$ cat src/rtl/mem_copy_if.sv
// Request and memory-port bundle for mem_copy_engine.
// The master is the requester plus the 1RW memory; the slave is the engine.
interface mem_copy_if #(
    parameter int unsigned DATA_W = 4,
    parameter int unsigned ADDR_W = 4
);
    logic              start_v;
    logic              start_ready;
    logic [ADDR_W-1:0] src;
    logic [ADDR_W-1:0] dst;
    logic [ADDR_W:0]   len;
    logic              busy;
    logic              done;
    logic              mem_v;
    logic              mem_w;
    logic [ADDR_W-1:0] mem_addr;
    logic [DATA_W-1:0] mem_wdata;
    logic [DATA_W-1:0] mem_rdata;

    modport master (
        output start_v, src, dst, len, mem_rdata,
        input  start_ready, busy, done, mem_v, mem_w, mem_addr, mem_wdata
    );

    modport slave (
        input  start_v, src, dst, len, mem_rdata,
        output start_ready, busy, done, mem_v, mem_w, mem_addr, mem_wdata
    );
endinterface

$ cat src/rtl/mem_copy_engine.sv
// Word-by-word forward memory copy over a single 1RW port with one-cycle read latency.
// Each word takes a READ cycle then a WRITE cycle; read data is passed straight to write data.
module mem_copy_engine #(
    parameter int unsigned DATA_W = 4,
    parameter int unsigned ADDR_W = 4
) (
    input logic       clk_i,
    input logic       reset_n_i,
    mem_copy_if.slave bus
);
    typedef enum logic [1:0] {StIdle, StRead, StWrite, StDone} state_e;

    localparam logic [ADDR_W-1:0] PtrOne = 1;
    localparam logic [ADDR_W:0]   CntOne = 1;

    state_e            state_q, state_d;
    logic [ADDR_W-1:0] src_q, src_d;
    logic [ADDR_W-1:0] dst_q, dst_d;
    logic [ADDR_W:0]   cnt_q, cnt_d;

    always_ff @(posedge clk_i) begin
        if (!reset_n_i) begin
            state_q <= StIdle;
            src_q   <= '0;
            dst_q   <= '0;
            cnt_q   <= '0;
        end else begin
            state_q <= state_d;
            src_q   <= src_d;
            dst_q   <= dst_d;
            cnt_q   <= cnt_d;
        end
    end

    always_comb begin
        state_d = state_q;
        unique case (state_q)
            StIdle:  if (bus.start_v) state_d = (bus.len != '0) ? StRead : StDone;
            StRead:  state_d = StWrite;
            StWrite: state_d = (cnt_q == CntOne) ? StDone : StRead;
            StDone:  state_d = StIdle;
            default: state_d = StIdle;
        endcase
    end

    // Pointers wrap naturally at ADDR_W bits.
    always_comb begin
        src_d = src_q;
        dst_d = dst_q;
        cnt_d = cnt_q;
        if (state_q == StIdle && bus.start_v) begin
            src_d = bus.src;
            dst_d = bus.dst;
            cnt_d = bus.len;
        end else if (state_q == StWrite) begin
            src_d = src_q + PtrOne;
            dst_d = dst_q + PtrOne;
            cnt_d = cnt_q - CntOne;
        end
    end

    always_comb begin
        bus.start_ready = 1'b0;
        bus.busy        = 1'b0;
        bus.done        = 1'b0;
        bus.mem_v       = 1'b0;
        bus.mem_w       = 1'b0;
        bus.mem_addr    = '0;
        bus.mem_wdata   = '0;
        unique case (state_q)
            StIdle:  bus.start_ready = 1'b1;
            StRead: begin
                bus.busy     = 1'b1;
                bus.mem_v    = 1'b1;
                bus.mem_addr = src_q;
            end
            StWrite: begin
                bus.busy      = 1'b1;
                bus.mem_v     = 1'b1;
                bus.mem_w     = 1'b1;
                bus.mem_addr  = dst_q;
                bus.mem_wdata = bus.mem_rdata;
            end
            StDone:  bus.done = 1'b1;
            default: ;
        endcase
    end
endmodule

$ cat src/flat_wrapper.sv
// flat-port wrapper written by rule: the top's interface ports become plain ports
module mem_copy_engine_flat 
#(
    parameter int unsigned DATA_W = 4,
    parameter int unsigned ADDR_W = 4
)
  (clk_i, reset_n_i, bus_start_v, bus_src, bus_dst, bus_len, bus_mem_rdata, bus_start_ready, bus_busy, bus_done, bus_mem_v, bus_mem_w, bus_mem_addr, bus_mem_wdata);
  mem_copy_if #(.DATA_W(DATA_W), .ADDR_W(ADDR_W)) bus_i ();
  input logic clk_i;
  input logic reset_n_i;
  input wire logic [$bits(bus_i.start_v)-1:0] bus_start_v;
  input wire logic [$bits(bus_i.src)-1:0] bus_src;
  input wire logic [$bits(bus_i.dst)-1:0] bus_dst;
  input wire logic [$bits(bus_i.len)-1:0] bus_len;
  input wire logic [$bits(bus_i.mem_rdata)-1:0] bus_mem_rdata;
  output wire logic [$bits(bus_i.start_ready)-1:0] bus_start_ready;
  output wire logic [$bits(bus_i.busy)-1:0] bus_busy;
  output wire logic [$bits(bus_i.done)-1:0] bus_done;
  output wire logic [$bits(bus_i.mem_v)-1:0] bus_mem_v;
  output wire logic [$bits(bus_i.mem_w)-1:0] bus_mem_w;
  output wire logic [$bits(bus_i.mem_addr)-1:0] bus_mem_addr;
  output wire logic [$bits(bus_i.mem_wdata)-1:0] bus_mem_wdata;
  assign bus_i.start_v = bus_start_v;
  assign bus_i.src = bus_src;
  assign bus_i.dst = bus_dst;
  assign bus_i.len = bus_len;
  assign bus_i.mem_rdata = bus_mem_rdata;
  assign bus_start_ready = bus_i.start_ready;
  assign bus_busy = bus_i.busy;
  assign bus_done = bus_i.done;
  assign bus_mem_v = bus_i.mem_v;
  assign bus_mem_w = bus_i.mem_w;
  assign bus_mem_addr = bus_i.mem_addr;
  assign bus_mem_wdata = bus_i.mem_wdata;
  mem_copy_engine #(.DATA_W(DATA_W), .ADDR_W(ADDR_W)) u_core (.clk_i(clk_i), .reset_n_i(reset_n_i), .bus(bus_i));
endmodule
$ cat config.mk
export PLATFORM = sky130hd
export DESIGN_NAME = mem_copy_engine_flat
export DESIGN_NICKNAME = d
export VERILOG_FILES = /design/src/rtl/mem_copy_if.sv /design/src/rtl/mem_copy_engine.sv /design/src/flat_wrapper.sv
export SDC_FILE = /design/constraint.sdc
export NUM_CORES = 1
export LEC_CHECK = 0
export ABC_AREA = 1
export ABC_CLOCK_PERIOD_IN_PS = 1800
export BUFFER_PORTS_ARGS = -buffer_cell sky130_fd_sc_hd__buf_2
export CORE_MARGIN = 4
export CORE_UTILIZATION = 50
export CTS_CLUSTER_SIZE = 14
export DETAILED_ROUTE_END_ITERATION = 8
export HOLD_SLACK_MARGIN = 0.15
export PLACE_DENSITY_LB_ADDON = 0.1
export SYNTH_ARGS = -nofsm -noshare
export SYNTH_HDL_FRONTEND = slang
export SYNTH_SLANG_ARGS = --single-unit
$ cat constraint.sdc
create_clock -name clk_i -period 1.8 [get_ports clk_i]
set_input_delay 0.27 -clock clk_i [delete_from_list [all_inputs] [get_ports clk_i]]
set_output_delay 0.27 -clock clk_i [all_outputs]
set_load 0.02 [all_outputs]
==> impl_metrics.py <==
metrics = {
    "status": {
        "status": "complete, no violations",
    },
    "final_layout": {
        "postLayoutCoreUtil": 0.658,
        "final_layout_size_suffix_gt1_frac": 0.256,
        "fin_nets": 233,
        "area_growth_pct": 22.9,
        "regArea_um2": 305,
        "final_cells": 230,
        "stdcell_area_um2": 1310,
        "antennaDiodeCount": 0,
        "filler_cell_count": 188,
        "multi_input_area_um2": 638,
    },
    "critical_path": {
        "crit_required_ns": 1.53,
        "timing.rr.start": "u_core.state_q[0]$_SDFFE_PN0P_",
        "timing.rr.end": "u_core.cnt_q[1]$_SDFFE_PN0P_",
        "crit_arrival_ns": 1.43,
        "crit_path_start_kind": "register",
        "crit_buf_inv": 3,
        "crit_family": "flip-flops",
        "cp_common_cell": "inv_1",
        "path_cells": "inv_1, ha_4, inv_1, a21oi_1, buf_4",
        "crit_slowest_cell": "dfxtp_4",
        "cp-end-kind": "output port",
        "cpPeakStageDelay_ns": 0.39,
        "rrSetupSlack_ns": 0.28,
        "critPathKind": "reg -> out",
        "reg2reg_depth": 10,
        "cp_max_fo": 4,
    },
    "hold_path": {
        "hold_end": "u_core.dst_q[0]$_SDFFE_PN0P_",
        "hp-class": "in -> reg",
        "hold_depth": 3,
        "hp-start": "bus_dst[0]",
    },
    "pwr": {
        "p_per_area_nw_per_um2": 892,
        "power_switching_uw": 497,
        "cellLeakagePower_nw": 0.710,
        "totalPowerFinal_mw": 1.16,
        "swShare": 0.427,
        "ir_worst_vdd_v": 0.000633,
        "power.share.clock": 0.172,
        "comb_power_share": 0.443,
        "p_int_uw": 668,
        "p_seq_frac": 0.385,
    },
    "yosys": {
        "synthTopCellsByArea": "dfxtp_1, nand2_1, ha_1, inv_1, a21oi_1",
        "synth_top_area_cell": "dfxtp_1",
        "yosysSeqAreaShare": 0.283,
        "synth-seq-cells": 15,
        "synth-main-ff-cell": "dfxtp_1",
        "synth_area_per_cell_um2": 6.25,
        "yosysTopAreaCellShare": 0.283,
        "synth_cells": 170,
        "synth_warnings": 0,
        "synthDistinctLibCells": 20,
        "synthMostInstantiatedCell": "nand2_1",
        "syn-num-nets": 199,
        "async_flop_share": 0,
        "synthTopCellsByCount": "nand2_1, inv_1, dfxtp_1, nor2_1, a21oi_1",
        "synth_edf_count": 0,
        "syn_area_um2": 1060,
    },
    "timing": {
        "worst_pin_slew_ns": 0.226,
        "slew_viol_final": 0,
        "period_share": 0.947,
        "final.min_clock_period_ns": 1.70,
        "fin_skew_ns": 0.000740,
        "fmax_mhz": 587,
        "hold_ws_ns": 0.266,
        "finalSetupViolCount": 0,
        "hold_viol": 0,
        "relSlewSlack": 0.850,
    },
    "route": {
        "drt_iter0_markers": 38,
        "drtPass1Iterations": 6,
        "vias": 1136,
        "wl_per_cell_um": 11.3,
        "drcViolationCount": 0,
        "ant_nets": 0,
        "avgViaCountPerCell": 4.94,
        "wirelength_mm": 2.61,
    },
    "global_routing": {
        "grt_pass1_wl_mm": 4.12,
        "overflow": 0,
        "grt_start_max_net_pins": 17,
        "antenna_found_initial": 0,
        "grt_pass1_vias": 998,
        "track_usage": 0.193,
    },
    "die": {
        "start_util": 0.536,
        "fp.dieH_um": 54.1,
        "die_x_um": 54.1,
        "coreArea_um2": 1980,
        "ios": 33,
        "dieArea_um2": 2930,
        "num_rows": 16,
    },
    "clock_tree": {
        "clock-sinks": 15,
        "path_clk_slew_ns": 0.10,
        "tritoncts": "yes",
        "numCtsBuffers": 3,
        "clk_latency_ns": 0.28,
        "cts_root_buf": "clkbuf_4",
        "cts_buffer_depth": 2,
        "ctsHtreeMaxLevel": 1,
        "postCtsHoldBufs": 0,
    },
    "placed_design": {
        "place_hpwl_mm": 2.00,
        "place_inst": 225,
        "port-buffer-count": 32,
        "routabilityCongestion": 0.814,
        "placed_cell_area_um2": 1230,
    },
    "flow_run": {
        "drv_cap": 0,
    },
}
==> per-stage QoR <==
| stage | setup WS, ns | setup TNS [ns] |
|---|---|---|
| detailed placement | 0.131 | 0 |
| global placement | 0.211 | 0 |
| global route | -0.000418 | -0.000418 |
| floorplan | 0.102 | 0 |
| CTS | 0.0206 | 0 |
| finish | 0.0961 | 0 |
==> per-layer routing <==
metal	track usage	vias to the layer above	wire [um]
met1	0.246	518	1190
li1	-	586	-
met2	0.325	30	1250
met3	0.0332	2	149
met4	0.0622	0	17
met5	0	-	0
==> area by class of cell <==
type,count,area share
repair buffers,33,0.130
flip-flops and latches,15,0.234
inverters,35,0.101
clock buffers,4,0.0201
multi-input cells,116,0.489
well taps,27,0.0259
==> layout by cell type, fill, tap and decap left out, drive strengths merged <==
| cell | synthesis | routed |
|---|---|---|
| a21oi | 12 | 12 |
| buf | 3 | 33 |
| clkbuf | 1 | 4 |
| dfxtp | 15 | 15 |
| ha | 9 | 9 |
| inv | 35 | 35 |
| nand2 | 53 | 53 |
| nand3 | 9 | 9 |
| nand4 | 2 | 2 |
| nor2 | 13 | 13 |
| nor3 | 2 | 2 |
| o211ai | 3 | 3 |
| o21ai | 10 | 10 |
| xnor2 | 1 | 1 |
| xor2 | 2 | 2 |
==> how the worst max path moves through the flow <==
stage | slack, ns | cells past startpoint | to | from
floorplan | 0.10 | 5 | bus_mem_addr[0] | u_core.state_q[0]$_SDFFE_PN0P_
global placement | 0.21 | 5 | bus_mem_addr[2] | u_core.state_q[0]$_SDFFE_PN0P_
detailed placement | 0.13 | 5 | bus_mem_addr[3] | u_core.state_q[0]$_SDFFE_PN0P_
CTS | 0.02 | 5 | bus_mem_addr[1] | u_core.state_q[0]$_SDFFE_PN0P_
global route | -0.0004 | 5 | bus_mem_addr[1] | u_core.state_q[0]$_SDFFE_PN0P_
finish | 0.1 | 5 | bus_mem_addr[1] | u_core.state_q[0]$_SDFFE_PN0P_
==> kinds of logic (layout without fill, tap and decap cells) <==
| group | after synthesis | count (layout) | share of synthesized area |
|---|---|---|---|
| adders and majority gates | 9 | 9 | 0.106 |
| DFF | 15 | 15 | 0.283 |
| and+or+nand+nor | 79 | 79 | 0.306 |
| buffers and inverters | 39 | 72 | 0.152 |
| AOI/OAI and AO/OA | 25 | 25 | 0.128 |
| xor gates and xnor gates | 3 | 3 | 0.0247 |
==> tightest hold or removal path, cell delays in order <==
cell     delay, ns
buf_2         0.07
o21ai_0       0.07
a21oi_1       0.11
==> flip-flops by register name (all words and copies together), names as in the netlist <==
| register | count |
|---|---|
| u_core.src_q | 4 |
| u_core.cnt_q | 5 |
| u_core.dst_q | 4 |
| u_core.state_q | 2 |
==> what timing repair did <==
action	4_1_cts	5_1_grt
setup buffers	0	1
pin swaps	0	1
setup endpoints to repair	9	4
hold endpoints to repair	0	0
resized for setup	3	7
==> power groups by stage <==
stage          Combinational, mW  Sequential [mW]  Clock (mW)
4_1_cts                    0.487            0.441       0.204
6_report                   0.515            0.448       0.201
2_1_floorplan              0.382            0.432           0
3_3_place_gp               0.466            0.445           0
5_1_grt                    0.584            0.456       0.221
3_5_place_dp               0.477            0.446           0
Power figures use the tool's default switching activity.
